`src/rtl/layer_compositor_pipe.sv`:
```
// Priority compositor: merges NUM_LAYERS layers over a background with 2-cycle latency and per-frame collision report.
// Optional 50% blend of the winner with the layer beneath it when LAYER_COMPOSITOR_BLEND_EN is defined.
module layer_compositor_pipe #(
  parameter int NUM_LAYERS = 16,
  parameter int COLOR_W    = 8,
  localparam int IDX_W     = $clog2(NUM_LAYERS)
) (
  input  logic                              i_clk,
  input  logic                              i_rst_n,
  input  logic                              i_pix_valid,
  input  logic                              i_v_sync,
  input  logic [NUM_LAYERS-1:0]             i_layer_en,
  input  logic [NUM_LAYERS-1:0]             i_layer_hit,
  input  logic [NUM_LAYERS*3*COLOR_W-1:0]   i_layer_rgb,
  input  logic [3*COLOR_W-1:0]              i_bg_rgb,
  input  logic [NUM_LAYERS-1:0]             i_blend,
  output logic                              o_pix_valid,
  output logic                              o_v_sync,
  output logic [COLOR_W-1:0]                o_red,
  output logic [COLOR_W-1:0]                o_green,
  output logic [COLOR_W-1:0]                o_blue,
  output logic [IDX_W-1:0]                  o_top_layer,
  output logic                              o_bg,
  output logic [NUM_LAYERS-1:0]             o_collide,
  output logic                              o_collide_stb
);

  localparam int PIX_W = 3*COLOR_W;

  logic [NUM_LAYERS-1:0] vis;
  logic                  win_found;
  logic [IDX_W-1:0]      win_idx;
  logic                  under_found;
  logic [IDX_W-1:0]      under_idx;
  logic [PIX_W-1:0]      win_rgb;
  logic [PIX_W-1:0]      under_rgb;

  assign vis = i_layer_hit & i_layer_en;

  // Scan from lowest priority upward; each new hit pushes the previous winner down to "under".
  always_comb begin
    win_found   = 1'b0;
    win_idx     = '0;
    under_found = 1'b0;
    under_idx   = '0;
    for (int k = NUM_LAYERS-1; k >= 0; k--) begin
      if (vis[k]) begin
        under_found = win_found;
        under_idx   = win_idx;
        win_found   = 1'b1;
        win_idx     = k[IDX_W-1:0];
      end
    end
  end

  assign win_rgb   = win_found   ? i_layer_rgb[win_idx*PIX_W +: PIX_W]   : i_bg_rgb;
  assign under_rgb = under_found ? i_layer_rgb[under_idx*PIX_W +: PIX_W] : i_bg_rgb;

  logic             s1_valid;
  logic             s1_vs;
  logic             s1_bg;
  logic             s1_blend;
  logic [IDX_W-1:0] s1_idx;
  logic [PIX_W-1:0] s1_win_rgb;
  logic [PIX_W-1:0] s1_under_rgb;

  always_ff @(posedge i_clk) begin
    if (!i_rst_n) begin
      s1_valid     <= 1'b0;
      s1_vs        <= 1'b0;
      s1_bg        <= 1'b0;
      s1_blend     <= 1'b0;
      s1_idx       <= '0;
      s1_win_rgb   <= '0;
      s1_under_rgb <= '0;
    end else begin
      s1_valid     <= i_pix_valid;
      s1_vs        <= i_v_sync;
      s1_bg        <= ~win_found;
      s1_blend     <= win_found & i_blend[win_idx];
      s1_idx       <= win_idx;
      s1_win_rgb   <= win_rgb;
      s1_under_rgb <= under_rgb;
    end
  end

  logic [PIX_W-1:0] final_rgb;

`ifdef LAYER_COMPOSITOR_BLEND_EN
  logic [PIX_W-1:0] blend_rgb;

  for (genvar c = 0; c < 3; c++) begin : g_avg
    logic unused_lsb;
    assign {blend_rgb[c*COLOR_W +: COLOR_W], unused_lsb} =
      {1'b0, s1_win_rgb[c*COLOR_W +: COLOR_W]} + {1'b0, s1_under_rgb[c*COLOR_W +: COLOR_W]};
  end

  assign final_rgb = (s1_blend && !s1_bg) ? blend_rgb : s1_win_rgb;
`else
  logic unused_blend;
  assign unused_blend = s1_blend ^ (^s1_under_rgb);
  assign final_rgb    = s1_win_rgb;
`endif

  always_ff @(posedge i_clk) begin
    if (!i_rst_n) begin
      o_pix_valid <= 1'b0;
      o_v_sync    <= 1'b0;
      o_red       <= '0;
      o_green     <= '0;
      o_blue      <= '0;
      o_top_layer <= '0;
      o_bg        <= 1'b0;
    end else begin
      o_pix_valid <= s1_valid;
      o_v_sync    <= s1_vs;
      o_red       <= final_rgb[3*COLOR_W-1:2*COLOR_W];
      o_green     <= final_rgb[2*COLOR_W-1:COLOR_W];
      o_blue      <= final_rgb[COLOR_W-1:0];
      o_top_layer <= s1_idx;
      o_bg        <= s1_bg;
    end
  end

  logic                    vs_q;
  logic                    rise;
  logic [NUM_LAYERS-1:1]   coll_acc;
  logic [NUM_LAYERS-1:1]   coll_new;

  assign rise     = i_v_sync & ~vs_q;
  assign coll_new = (i_pix_valid && vis[0]) ? vis[NUM_LAYERS-1:1] : '0;

  // The pixel arriving with the v_sync rise belongs to the new frame.
  always_ff @(posedge i_clk) begin
    if (!i_rst_n) begin
      vs_q          <= 1'b1;
      coll_acc      <= '0;
      o_collide     <= '0;
      o_collide_stb <= 1'b0;
    end else begin
      vs_q          <= i_v_sync;
      o_collide_stb <= rise;
      if (rise) begin
        o_collide <= {coll_acc, |coll_acc};
        coll_acc  <= coll_new;
      end else begin
        coll_acc  <= coll_acc | coll_new;
      end
    end
  end

endmodule
```
`config.mk`:
```
export PLATFORM = sky130hd
export DESIGN_NAME = layer_compositor_pipe
export DESIGN_NICKNAME = d
export VERILOG_FILES = /design/src/rtl/layer_compositor_pipe.sv
export SDC_FILE = /design/constraint.sdc
export NUM_CORES = 1
export LEC_CHECK = 0
export CORE_AREA = 4 4 197 199
export CTS_BUF_LIST = sky130_fd_sc_hd__clkbuf_4
export CTS_CLUSTER_DIAMETER = 60
export DETAILED_ROUTE_END_ITERATION = 8
export DIE_AREA = 0 0 201 203
export GPL_ROUTABILITY_DRIVEN = 0
export PLACE_DENSITY_LB_ADDON = 0.2
export SKIP_CTS_REPAIR_TIMING = 1
export SYNTH_ARGS = -nofsm -noshare
export SYNTH_HDL_FRONTEND = slang
export SYNTH_SLANG_ARGS = --single-unit
```
`constraint.sdc`:
```
create_clock -name i_clk -period 2.3 [get_ports i_clk]
set_input_delay 0.46 -clock i_clk [delete_from_list [all_inputs] [get_ports i_clk]]
set_output_delay 0.46 -clock i_clk [all_outputs]
set_load 0.01 [all_outputs]
```
-- Word level (Yosys, flattened, before mapping)
Cells that the tools add are included.
- flip-flop bits (word level): 95
- input bits: 460
- word-level logic and storage cells: 60
- output and inout port bits: 48
- reductions and logical operators: 2
- multiplexer cells: 35
- bitwise logic cells: 5
- multiply operators: 1
- shifts and indexed selects: 1
- operators by type and width (cell ; number):
    $shiftx A384 B10 Y24 ; 1
    $mux W4 ; 16
    $mux W15 ; 2
    $mux W24 ; 1
    $and A16 B16 Y16 ; 1
    $mux W1 ; 16
    $or A15 B15 Y15 ; 1
    $reduce_or A15 Y1 ; 1
    $mul A4 B2 Y6 const B ; 1
    $not A1 Y1 ; 2
    $and A1 B1 Y1 ; 1
    $logic_and A1 B1 Y1 ; 1

-- Depth between registers and ports, before layout
Gate-level depths: netlist of the first run.
- word-level depth: 20
- mapped depth: 11
- gate-level depth less buffers: 8

-- Worst setup path before layout of the first run
No wires, ideal clock.
- path kind: in2reg
- start: input i_layer_hit[11]
- end: register s1_win_rgb[22], in the netlist final_rgb[22]
- arrival time: 2.036 ns
- stages on the path: 10
- library setup time: 0.134 ns
- path buffers: 2
- slack: 0.130 ns
- data required time: 2.166 ns
- path through: a22o_1 a31oi_1 o21ai_1 a32oi_1 buf_2 buf_4 mux2i_1 mux2i_1 a32oi_1 o2111ai_1
- cells in the longest elaborated chain, start to end: 16
- elaborated cells between the ends (all ways): 28
- classes of those cells: mul: 1; shift: 1; mux: 25; bitwise: 1
- ends and longest elaborated chain (element ; RTL line ; source):
    from (decl) ; 13 ; input logic [NUM_LAYERS-1:0] i_layer_hit,
    $and A16 B16 Y16 * ; 38 ; assign vis = i_layer_hit & i_layer_en;
    $mux W4 (12 in a row) ; 47 ; if (vis[k]) begin
    $mul A4 B2 Y6 ; 56 ; assign win_rgb = win_found ? i_layer_rgb[win_idx*PIX_W +: PIX_W] : i_bg_rgb;
    $shiftx A384 B10 Y24 ; 56 ;
    $mux W24 * ; 56 ;
    to (signal assigned) ; 82 ; s1_win_rgb <= win_rgb;
    to (decl) ; 64 ; logic [PIX_W-1:0] s1_win_rgb;
Every way passes the cells marked *; elsewhere a longest branch is shown, timed or not.
A chain may end at the register's enable or synchronous reset.

-- Worst setup path in the final report of the first run
- start: input i_layer_en[9]
- end: register s1_win_rgb[11], in the netlist final_rgb[11]
- cells in the longest elaborated chain, start to end: 14
- elaborated cells between the ends (all ways): 24
- classes of those cells: mul: 1; shift: 1; mux: 21; bitwise: 1
- ends and longest elaborated chain (element ; RTL line ; source):
    from (decl) ; 12 ; input logic [NUM_LAYERS-1:0] i_layer_en,
    $and A16 B16 Y16 * ; 38 ;
    $mux W4 (10 in a row) ; 47 ;
    $mul A4 B2 Y6 ; 56 ;
    $shiftx A384 B10 Y24 ; 56 ;
    $mux W24 * ; 56 ;
Marked as above.

==> flow_metrics.py, run 1 <==
metrics = {
    "timing": {
        "highest_achievable_clock_rate_mhz": 398,
        "setup_violations": 16,
        "post-route-min-period_ns": 2.51,
        "worst-slew-pin-transition_ns": 0.490,
        "finalCritPeriodShare_pct": 109,
        "final-max-slew-violation-count": 0,
        "fin_ws_ns": -0.210,
        "timing.hold.ws_ns": 0.228,
        "report.final.hold_viol_count": 0,
        "unrepaired_setup_endpoints_after_global_routing": "yes",
        "max_slew_margin_pct": 67.0,
        "timing.clock.skew_ns": 0.0195,
        "timing.setup.tns_ns": -0.827,
    },
    "logic_synthesis": {
        "number_of_standard_cells_after_synthesis": 921,
        "post_synth_num_cell_types": 40,
        "post_synth.cell_area_avg_um2": 6.87,
        "synth-seq-cells": 95,
        "synth.cell_area_um2": 6330,
        "postSynthNetCount": 1381,
        "ys_warn_count": 0,
        "synth_sequential_area_ratio_pct": 30.1,
    },
    "clock_network": {
        "cts.htree.levels": 3,
        "clockBufferDepth": 2,
        "worst_skew_pair_latency_ns": 0.49,
        "tritoncts_clock_tree": "yes",
        "clockRootBuffer": "sky130_fd_sc_hd__clkbuf_4",
        "total_cts_buffers": 9,
        "path_clk_slew_ns": 0.17,
        "clkSinkCount": 95,
    },
    "setup_path": {
        "worst-r2r-cell-count": 3,
        "critical_path_class": "in2reg",
        "cp_data_arrival_time_ns": 2.92,
        "worst_reg2reg_setup_slack_ns": 0.79,
        "worst-path-buf-inv": 4,
        "category_of_the_worst_setup_path_launch_point": "primary input",
        "critical_path.endpoint_type": "flip-flop",
        "cp_slowest_cell": "sky130_fd_sc_hd__a222oi_1",
        "critical_path.reg2reg.endpoint": "o_collide[0]$_SDFFE_PN0P_",
        "slowest_delay_ns": 0.49,
        "cp_max_fo": 6,
        "r2r_start": "coll_acc[7]$_SDFF_PN0_",
        "worstPathRequired_ns": 2.71,
        "critical_path_cell_by_cell": "buf_8 > a222oi_1 > o21ai_4 > a32oi_4 > buf_6 > clkbuf_16 > mux2i_1 > o22ai_2 > nor4_4 > buf_4 > a21oi_2",
        "worst_path_dominant_cell_family": "compound AO/OA/AOI/OAI gates",
    },
    "placed_design": {
        "place.port_buffers": 491,
        "dp_hpwl_um": 34400,
        "post_dp_cell_area_um2": 12700,
    },
    "global_route": {
        "maximum_number_of_pins_on_one_net_before_global_route_repair": 56,
        "grt_usage_pct": 19.6,
        "grt_antenna_before_repair": 7,
        "grt_pass1_vias": 9203,
        "grt_remaining_overflow": 0,
        "grt_pass1_wl_um": 60000,
    },
    "hold_path": {
        "min_path_type": "in2reg",
        "hold-path-endpoint": "coll_acc[9]$_SDFF_PN0_",
        "hp-start": "i_layer_en[9]",
        "holdPathStages": 3,
    },
    "final_layout": {
        "filler_cell_count": 3871,
        "drive_above_1_share_pct": 14.8,
        "area_growth_pct": 114,
        "postLayoutCoreUtil_pct": 36.3,
        "finalNetCount": 1964,
        "design_area_um2": 13500,
    },
    "detailed_routing": {
        "initialDrtViolationCount": 516,
        "detail-route-antenna-nets": 0,
        "drt-vias-per-instance": 4.52,
        "via_count": 8991,
        "totalWireLength_um": 43700,
        "drc": 0,
        "wl_per_cell_um": 22.0,
        "drt-pass1-iter-count": 7,
    },
    "die": {
        "fp-row-count": 71,
        "die-width_um": 201,
        "initial_core_util_pct": 17.0,
        "die_h_um": 203,
        "die_area_um2": 40800,
        "floorplan.io_pins": 508,
        "core_area_um2": 37200,
    },
    "run_status": {
        "outcome": "complete, but fails checks",
        "violations": "setup timing",
    },
    "run": {
        "cap_viol_max_count": 0,
    },
    "power_and_ir_drop": {
        "power_density_nw_per_um2": 409,
        "power.leakage_nw": 5.58,
        "vdd_ir_drop_max_v": 0.000195,
    },
}
## registers in the layout, summed over array words and instances (netlist names), 4 cells and up
| register | cells |
|---|---|
| o_red | 8 |
| s1_idx | 4 |
| o_collide | 16 |
| o_top_layer | 4 |
| o_green | 8 |
| coll_acc | 15 |
| final_rgb | 24 |
| o_blue | 8 |
## final cells by class
| class | instances | area (µm²) | area share (%) |
|---|---|---|---|
| timing repair buffer | 646 | 6520 | 48.2 |
| multi-input combinational | 750 | 4370 | 32.3 |
| sequential | 95 | 1900 | 14.1 |
| tap | 474 | 593 | 4.39 |
| clock buffer | 10 | 75.1 | 0.556 |
| clock inverter | 5 | 33.8 | 0.250 |
| antenna | 6 | 15.0 | 0.111 |
| inverter | 2 | 7.51 | 0.0556 |
## cell usage after synthesis
cell,number,area (µm²)
sky130_fd_sc_hd__nand2_1,277,1040
sky130_fd_sc_hd__dfxtp_1,95,1900
sky130_fd_sc_hd__a21oi_1,85,425
sky130_fd_sc_hd__mux2i_1,79,791
sky130_fd_sc_hd__nand3_1,71,355
sky130_fd_sc_hd__clkbuf_1,44,165
sky130_fd_sc_hd__and2_1,37,231
sky130_fd_sc_hd__o21ai_0,29,145
sky130_fd_sc_hd__nor4_1,26,163
sky130_fd_sc_hd__nor2_1,24,90.1
sky130_fd_sc_hd__o22ai_1,23,144
sky130_fd_sc_hd__nand4_1,21,131
sky130_fd_sc_hd__o21ai_1,20,100
sky130_fd_sc_hd__a32oi_1,17,149
sky130_fd_sc_hd__buf_2,15,75.1
sky130_fd_sc_hd__buf_1,7,26.3
sky130_fd_sc_hd__buf_4,7,52.6
sky130_fd_sc_hd__a22oi_1,6,45.0
sky130_fd_sc_hd__nand2b_1,6,37.5
sky130_fd_sc_hd__a22o_1,4,35.0
sky130_fd_sc_hd__nor2b_1,4,25.0
sky130_fd_sc_hd__a21oi_2,2,17.5
sky130_fd_sc_hd__a222oi_1,2,20.0
sky130_fd_sc_hd__a32o_1,2,20.0
sky130_fd_sc_hd__inv_1,2,7.51
sky130_fd_sc_hd__o311ai_1,2,17.5
sky130_fd_sc_hd__a211oi_1,1,7.51
sky130_fd_sc_hd__a21o_1,1,7.51
sky130_fd_sc_hd__a22oi_2,1,12.5
sky130_fd_sc_hd__a311o_1,1,10.0
sky130_fd_sc_hd__a31o_1,1,8.76
sky130_fd_sc_hd__a31o_2,1,8.76
sky130_fd_sc_hd__a31oi_1,1,6.26
sky130_fd_sc_hd__a41oi_1,1,8.76
sky130_fd_sc_hd__and3_1,1,6.26
sky130_fd_sc_hd__buf_6,1,11.3
sky130_fd_sc_hd__nor3_1,1,5.00
sky130_fd_sc_hd__o2111ai_1,1,8.76
sky130_fd_sc_hd__or3_1,1,6.26
sky130_fd_sc_hd__or4_1,1,7.51
## worst max-delay path by stage
| stage | start | endpoint | depth (start not counted) |
|---|---|---|---|
| after floorplan | i_layer_hit[11] | final_rgb[22]$_SDFF_PN0_ | 10 |
| after global placement | i_layer_hit[11] | final_rgb[18]$_SDFF_PN0_ | 11 |
| after detailed placement | i_layer_hit[11] | final_rgb[18]$_SDFF_PN0_ | 11 |
| after CTS | i_layer_hit[11] | final_rgb[18]$_SDFF_PN0_ | 11 |
| after global routing | i_layer_hit[7] | final_rgb[11]$_SDFF_PN0_ | 11 |
| final | i_layer_en[9] | final_rgb[11]$_SDFF_PN0_ | 11 |
## placed cells by master, fill, tap and decap left out, types with 24 or more instances in the layout
master	netlist	layout
sky130_fd_sc_hd__a21oi_1	85	81
sky130_fd_sc_hd__clkdlybuf4s50_1	0	462
sky130_fd_sc_hd__and2_1	37	37
sky130_fd_sc_hd__nand2_1	277	273
sky130_fd_sc_hd__o21ai_0	29	25
sky130_fd_sc_hd__nor2_1	24	24
sky130_fd_sc_hd__mux2i_1	79	72
sky130_fd_sc_hd__buf_4	7	121
sky130_fd_sc_hd__dfxtp_1	95	95
sky130_fd_sc_hd__nand3_1	71	71
## stage by stage
stage | instances | worst slack, ns | power [mW]
after floorplan | 921 | 0.130 | 2.80
after global placement | 1938 | -1.62 | 4.40
after detailed placement | 1938 | -1.60 | 4.40
after CTS | 1953 | -1.02 | 5.31
after global routing | 1988 | -0.202 | 5.84
final | 1988 | -0.210 | 5.52
## tightest hold or removal path, stage by stage
cell and delay (ns):
sky130_fd_sc_hd__buf_8 0.08, sky130_fd_sc_hd__a32oi_1 0.07, sky130_fd_sc_hd__nor2_1 0.08
## power by group
part           switching, mW  leakage (nW)  internal (mW)
registers             0.0340         0.777           1.76
clock network          0.627        0.0587          0.229
logic                   1.25          4.75           1.62
## metal layers
metal,track usage (%),wire (µm),up-vias
li1,-,-,4419
met1,25.2,19200,4184
met2,32.2,20500,352
met3,5.93,3210,34
met4,4.70,707,2
met5,0,20,-
## kinds of logic after synthesis
family	after synthesis	share of synthesized area, %
AO/OA/AOI/OAI	201	18.9
buffers and inverters	76	5.34
flip-flops	95	30.1
multiplexers	79	12.5
AND/OR/NAND/NOR	470	33.2
(Power assumes the default switching activity.)
==> run 2: changes to the inputs <==
--- a/config.mk
+++ b/config.mk
@@ -18 +18,2 @@
 export SYNTH_SLANG_ARGS = --single-unit
+export TNS_END_PERCENT = 50
--- a/constraint.sdc
+++ b/constraint.sdc
@@ -3,2 +3,2 @@
 set_output_delay 0.46 -clock i_clk [all_outputs]
-set_load 0.01 [all_outputs]
+set_load 0.05 [all_outputs]
==> run 2 against run 1 <==
The flow still finishes with violations (setup timing). Largest cell class unchanged. Global-route usage is essentially flat. Register-to-register slack gained 0.03 ns. Power grew 3.8%. Non-clock buffer count shrank 1. Critical path type unchanged. Sequential share of layout area is essentially flat.
==> flow_metrics.py, run 2 (same netlist as run 1, synthesis figures left out) <==
metrics = {
    "detailed_routing": {
        "drt-pass1-iter-count": 6,
        "wl_per_cell_um": 21.8,
        "detail-route-antenna-nets": 0,
        "totalWireLength_um": 43400,
        "drt-vias-per-instance": 4.54,
        "drc": 0,
        "via_count": 9035,
        "initialDrtViolationCount": 433,
    },
    "final_layout": {
        "design_area_um2": 13500,
        "filler_cell_count": 3905,
        "final_cell_mix": "sky130_fd_sc_hd__clkdlybuf4s50_1 (459), sky130_fd_sc_hd__nand2_1 (272), sky130_fd_sc_hd__buf_4 (125), sky130_fd_sc_hd__dfxtp_1 (95), sky130_fd_sc_hd__a21oi_1 (82)",
        "final_common_cell": "sky130_fd_sc_hd__clkdlybuf4s50_1",
        "largest_register_ff_count": 24,
        "finalNetCount": 1963,
        "area_growth_pct": 114,
        "drive_above_1_share_pct": 15.0,
        "postLayoutCoreUtil_pct": 36.3,
    },
    "die": {
        "die_h_um": 203,
        "core_area_um2": 37200,
        "fp-row-count": 71,
        "die-width_um": 201,
        "floorplan.io_pins": 508,
        "initial_core_util_pct": 17.0,
        "die_area_um2": 40800,
    },
    "global_route": {
        "grt_remaining_overflow": 0,
        "grt_antenna_before_repair": 12,
        "maximum_number_of_pins_on_one_net_before_global_route_repair": 56,
        "grt_pass1_vias": 9245,
        "grt_pass1_wl_um": 60100,
        "grt_usage_pct": 19.5,
    },
    "clock_network": {
        "cts.htree.levels": 3,
        "total_cts_buffers": 9,
        "worst_skew_pair_latency_ns": 0.50,
        "clockBufferDepth": 2,
        "clkSinkCount": 95,
        "tritoncts_clock_tree": "yes",
        "path_clk_slew_ns": 0.21,
        "clockRootBuffer": "sky130_fd_sc_hd__clkbuf_4",
    },
    "placed_design": {
        "post_dp_cell_area_um2": 12700,
        "dp_hpwl_um": 34300,
        "place.port_buffers": 491,
    },
    "setup_path": {
        "cp_slowest_cell": "sky130_fd_sc_hd__nor4_4",
        "slowest_delay_ns": 0.50,
        "category_of_the_worst_setup_path_launch_point": "primary input",
        "worstPathRequired_ns": 2.68,
        "cp_max_fo": 6,
        "critical_path_cell_by_cell": "buf_8 > a222oi_1 > o21ai_4 > a32oi_4 > buf_6 > clkbuf_16 > mux2i_2 > o22ai_2 > nor4_4 > buf_4 > a21oi_2",
        "cp_data_arrival_time_ns": 2.93,
        "critical_path.endpoint_type": "flip-flop",
        "worst-path-buf-inv": 4,
        "critical_path_class": "in2reg",
        "worst_path_dominant_cell_family": "compound AO/OA/AOI/OAI gates",
    },
    "hold_path": {
        "min_path_type": "in2reg",
    },
    "power_and_ir_drop": {
        "power_density_nw_per_um2": 424,
        "power.leakage_nw": 5.59,
        "vdd_ir_drop_max_v": 0.000255,
    },
    "timing": {
        "max_slew_margin_pct": 51.7,
        "setup_violations": 17,
        "highest_achievable_clock_rate_mhz": 392,
        "report.final.hold_viol_count": 0,
        "timing.clock.skew_ns": 0.0319,
        "post-route-min-period_ns": 2.55,
        "worst-slew-pin-transition_ns": 0.717,
        "final-max-slew-violation-count": 0,
        "finalCritPeriodShare_pct": 111,
        "unrepaired_setup_endpoints_after_global_routing": "yes",
        "fin_ws_ns": -0.252,
    },
    "run_status": {
        "outcome": "complete, but fails checks",
        "violations": "setup timing",
    },
    "run": {
        "cap_viol_max_count": 0,
    },
}
run 2: worst register-to-register path: stages (launching register included):
cell and delay, ns:
sky130_fd_sc_hd__dfxtp_1 0.37, sky130_fd_sc_hd__or4_1 0.50, sky130_fd_sc_hd__nor4_1 0.32, sky130_fd_sc_hd__a41oi_1 0.16
run 2: worst paths after layout:
kind,from,endpoint,slack (ns),cells after the start
setup / recovery,i_layer_en[9],final_rgb[11]$_SDFF_PN0_,-0.25,11
hold reg to reg,s1_vs$_SDFF_PN0_,o_v_sync$_SDFF_PN0_,0.44,1
hold / removal,i_layer_en[9],coll_acc[9]$_SDFF_PN0_,0.20,3
setup reg to reg,coll_acc[8]$_SDFF_PN0_,o_collide[0]$_SDFFE_PN0P_,0.82,3
run 2: final cells by class:
| cell class | instances | area, µm² | area share (%) |
|---|---|---|---|
| Tap cell | 474 | 593 | 4.39 |
| Timing Repair Buffer | 645 | 6480 | 48.0 |
| Antenna cell | 10 | 25.0 | 0.185 |
| Clock buffer | 9 | 67.6 | 0.500 |
| Multi-Input combinational cell | 750 | 4370 | 32.3 |
| Inverter | 2 | 7.51 | 0.0556 |
| Clock inverter | 7 | 66.3 | 0.491 |
| Sequential cell | 95 | 1900 | 14.1 |
run 2: metal layers:
layer,track usage (%),wire length [µm]
met1,25.4,19100
met2,32.0,20000
met3,5.51,3380
met4,5.26,919
met5,0,13
run 2: metrics by stage:
stage	hold slack [ns]	setup WS, ns	setup TNS (ns)	total power [mW]	cells
after floorplan	0.406	0.130	0	2.92	921
after global placement	0.414	-1.61	-24.06	4.52	1938
after detailed placement	0.418	-1.57	-24.23	4.52	1938
after CTS	0.311	-0.959	-10.01	5.53	1954
after global routing	0.205	-0.184	-1.33	6.05	1991
final	0.202	-0.252	-1.03	5.73	1992
run 2: report_power, final:
| part | internal, mW | total, mW | switching, mW |
|---|---|---|---|
| Sequential | 1.76 | 1.79 | 0.0341 |
| Combinational | 1.61 | 2.98 | 1.37 |
| Clock | 0.248 | 0.959 | 0.711 |
==> run 3: changes to the inputs <==
- CORE_AREA: 4 4 197 199 -> 4 4 195 197
- CTS_BUF_LIST: sky130_fd_sc_hd__clkbuf_4 -> not set
- DIE_AREA: 0 0 201 203 -> 0 0 199 201
==> run 3 against run 2 <==
Via count grew 1.2%. Critical endpoint is now final_rgb[1]$_SDFF_PN0_. Largest cell class unchanged. The flow still finishes with violations (setup timing). Non-clock buffer count increased by 20. Power up 14%.
==> flow_metrics.py, run 3 (same netlist as run 1, synthesis figures left out) <==
metrics = {
    "global_route": {
        "grt_usage_pct": 19.4,
        "maximum_number_of_pins_on_one_net_before_global_route_repair": 55,
        "grt_pass1_wl_um": 58300,
        "grt_remaining_overflow": 0,
        "grt_pass1_vias": 9222,
        "grt_antenna_before_repair": 6,
    },
    "setup_path": {
        "cp_data_arrival_time_ns": 2.80,
        "worst-path-buf-inv": 5,
        "worstPathRequired_ns": 2.54,
        "critical_path_class": "in2reg",
        "slowest_delay_ns": 0.51,
        "category_of_the_worst_setup_path_launch_point": "primary input",
        "critical_path.endpoint_type": "flip-flop",
        "cp_max_fo": 8,
        "critical_path_cell_by_cell": "buf_6 > a222oi_1 > o21ai_4 > a32oi_4 > buf_12 > buf_8 > clkbuf_16 > mux2i_1 > o22ai_1 > nor4_2 > buf_4 > a21oi_1",
        "cp_slowest_cell": "sky130_fd_sc_hd__a222oi_1",
        "worst_path_dominant_cell_family": "compound AO/OA/AOI/OAI gates",
    },
    "run_status": {
        "violations": "setup timing",
        "outcome": "complete, but fails checks",
    },
    "detailed_routing": {
        "detail-route-antenna-nets": 0,
        "initialDrtViolationCount": 445,
        "drt-vias-per-instance": 4.57,
        "totalWireLength_um": 42900,
        "wl_per_cell_um": 21.5,
        "drt-pass1-iter-count": 5,
        "via_count": 9146,
        "drc": 0,
    },
    "die": {
        "die-width_um": 199,
        "fp-row-count": 70,
        "die_area_um2": 40000,
        "die_h_um": 201,
        "core_area_um2": 36300,
        "initial_core_util_pct": 17.4,
        "floorplan.io_pins": 508,
    },
    "final_layout": {
        "final_cell_mix": "sky130_fd_sc_hd__clkdlybuf4s50_1 (462), sky130_fd_sc_hd__nand2_1 (275), sky130_fd_sc_hd__buf_4 (136), sky130_fd_sc_hd__dfxtp_1 (95), sky130_fd_sc_hd__a21oi_1 (73)",
        "finalNetCount": 1983,
        "design_area_um2": 14000,
        "final_common_cell": "sky130_fd_sc_hd__clkdlybuf4s50_1",
        "largest_register_ff_count": 24,
        "area_growth_pct": 121,
        "drive_above_1_share_pct": 17.0,
        "postLayoutCoreUtil_pct": 38.6,
        "finish.cell_count_without_fillers": 2000,
    },
    "timing": {
        "report.final.hold_viol_count": 0,
        "max_slew_margin_pct": 55.7,
        "post-route-min-period_ns": 2.56,
        "timing.clock.skew_ns": 0.00757,
        "setup_violations": 24,
        "fin_ws_ns": -0.259,
        "unrepaired_setup_endpoints_after_global_routing": "yes",
        "finalCritPeriodShare_pct": 111,
        "final-max-slew-violation-count": 0,
        "worst-slew-pin-transition_ns": 0.662,
        "highest_achievable_clock_rate_mhz": 391,
    },
    "placed_design": {
        "post_dp_cell_area_um2": 12800,
        "dp_cells": 1943,
        "place.port_buffers": 491,
        "dp_hpwl_um": 34100,
    },
    "clock_network": {
        "total_cts_buffers": 9,
        "cts.htree.levels": 3,
        "tritoncts_clock_tree": "yes",
        "path_clk_slew_ns": 0.07,
        "worst_skew_pair_latency_ns": 0.35,
        "clockBufferDepth": 2,
        "clkSinkCount": 95,
        "clockRootBuffer": "sky130_fd_sc_hd__clkbuf_16",
    },
    "power_and_ir_drop": {
        "vdd_ir_drop_max_v": 0.000367,
        "power_density_nw_per_um2": 468,
        "power.leakage_nw": 5.80,
    },
    "run": {
        "cap_viol_max_count": 0,
    },
    "hold_path": {
        "min_path_type": "in2reg",
    },
}
## run 3: cell types whose count changed in the layout (fill, tap and decap cells not counted), moves of 4 or more
cell                        change
sky130_fd_sc_hd__a21oi_1        -9
sky130_fd_sc_hd__a21oi_2        +8
sky130_fd_sc_hd__buf_4         +11
sky130_fd_sc_hd__buf_6          +6
sky130_fd_sc_hd__clkbuf_16     +11
sky130_fd_sc_hd__clkbuf_4       -9
sky130_fd_sc_hd__diode_2        -6
sky130_fd_sc_hd__nand2_2        -4
sky130_fd_sc_hd__nor4_1         -5
sky130_fd_sc_hd__nor4_2         +4
## run 3: layout make-up
cell class / instances / area, µm²
Antenna cell: 4 / 10.0
Clock inverter: 6 / 92.6
Sequential cell: 95 / 1900
Fill cell: 3782 / 22300
Tap cell: 468 / 586
Clock buffer: 10 / 239
Inverter: 2 / 7.51
Multi-Input combinational cell: 750 / 4510
Timing Repair Buffer: 665 / 6660
## run 3: worst paths after layout
check | startpoint | endpoint | slack [ns] | depth (start not counted)
max | i_layer_en[9] | final_rgb[1]$_SDFF_PN0_ | -0.26 | 12
max reg2reg | coll_acc[7]$_SDFF_PN0_ | o_collide[0]$_SDFFE_PN0P_ | 0.80 | 3
min | i_layer_hit[6] | coll_acc[6]$_SDFF_PN0_ | 0.43 | 3
min reg2reg | final_rgb[7]$_SDFF_PN0_ | o_blue[7]$_SDFF_PN0_ | 0.43 | 1
## run 3: through the flow
| step | setup slack (ns) | power (mW) | hold slack, ns | setup TNS (ns) |
|---|---|---|---|---|
| after floorplan | 0.130 | 2.92 | 0.406 | 0 |
| after global placement | -1.32 | 4.53 | 0.416 | -23.88 |
| after detailed placement | -1.29 | 4.54 | 0.419 | -23.86 |
| after CTS | -0.896 | 6.27 | 0.429 | -13.71 |
| after global routing | -0.332 | 6.91 | 0.438 | -6.51 |
| final | -0.259 | 6.56 | 0.431 | -3.99 |
## run 3: worst min-delay path: cells and delay by family
family | cells | cell delay (ns)
simple gates | 1 | 0.07
buf+inv | 1 | 0.12
compound gates | 1 | 0.10
## run 3: routing by layer
metal  GRT usage, %  wire length (µm)  up-vias
li1               -                 -     4471
met3           4.73              3170       45
met1           25.2             18600     4269
met4           4.96               769        4
met2           32.3             20300      357
met5              0                21        -
## run 3: power breakdown
group / leakage (nW) / internal [mW] / switching (mW)
logic: 4.86 / 1.68 / 1.40
registers: 0.777 / 1.76 / 0.0314
clock network: 0.161 / 0.991 / 0.696
total: 5.80 / 4.43 / 2.13
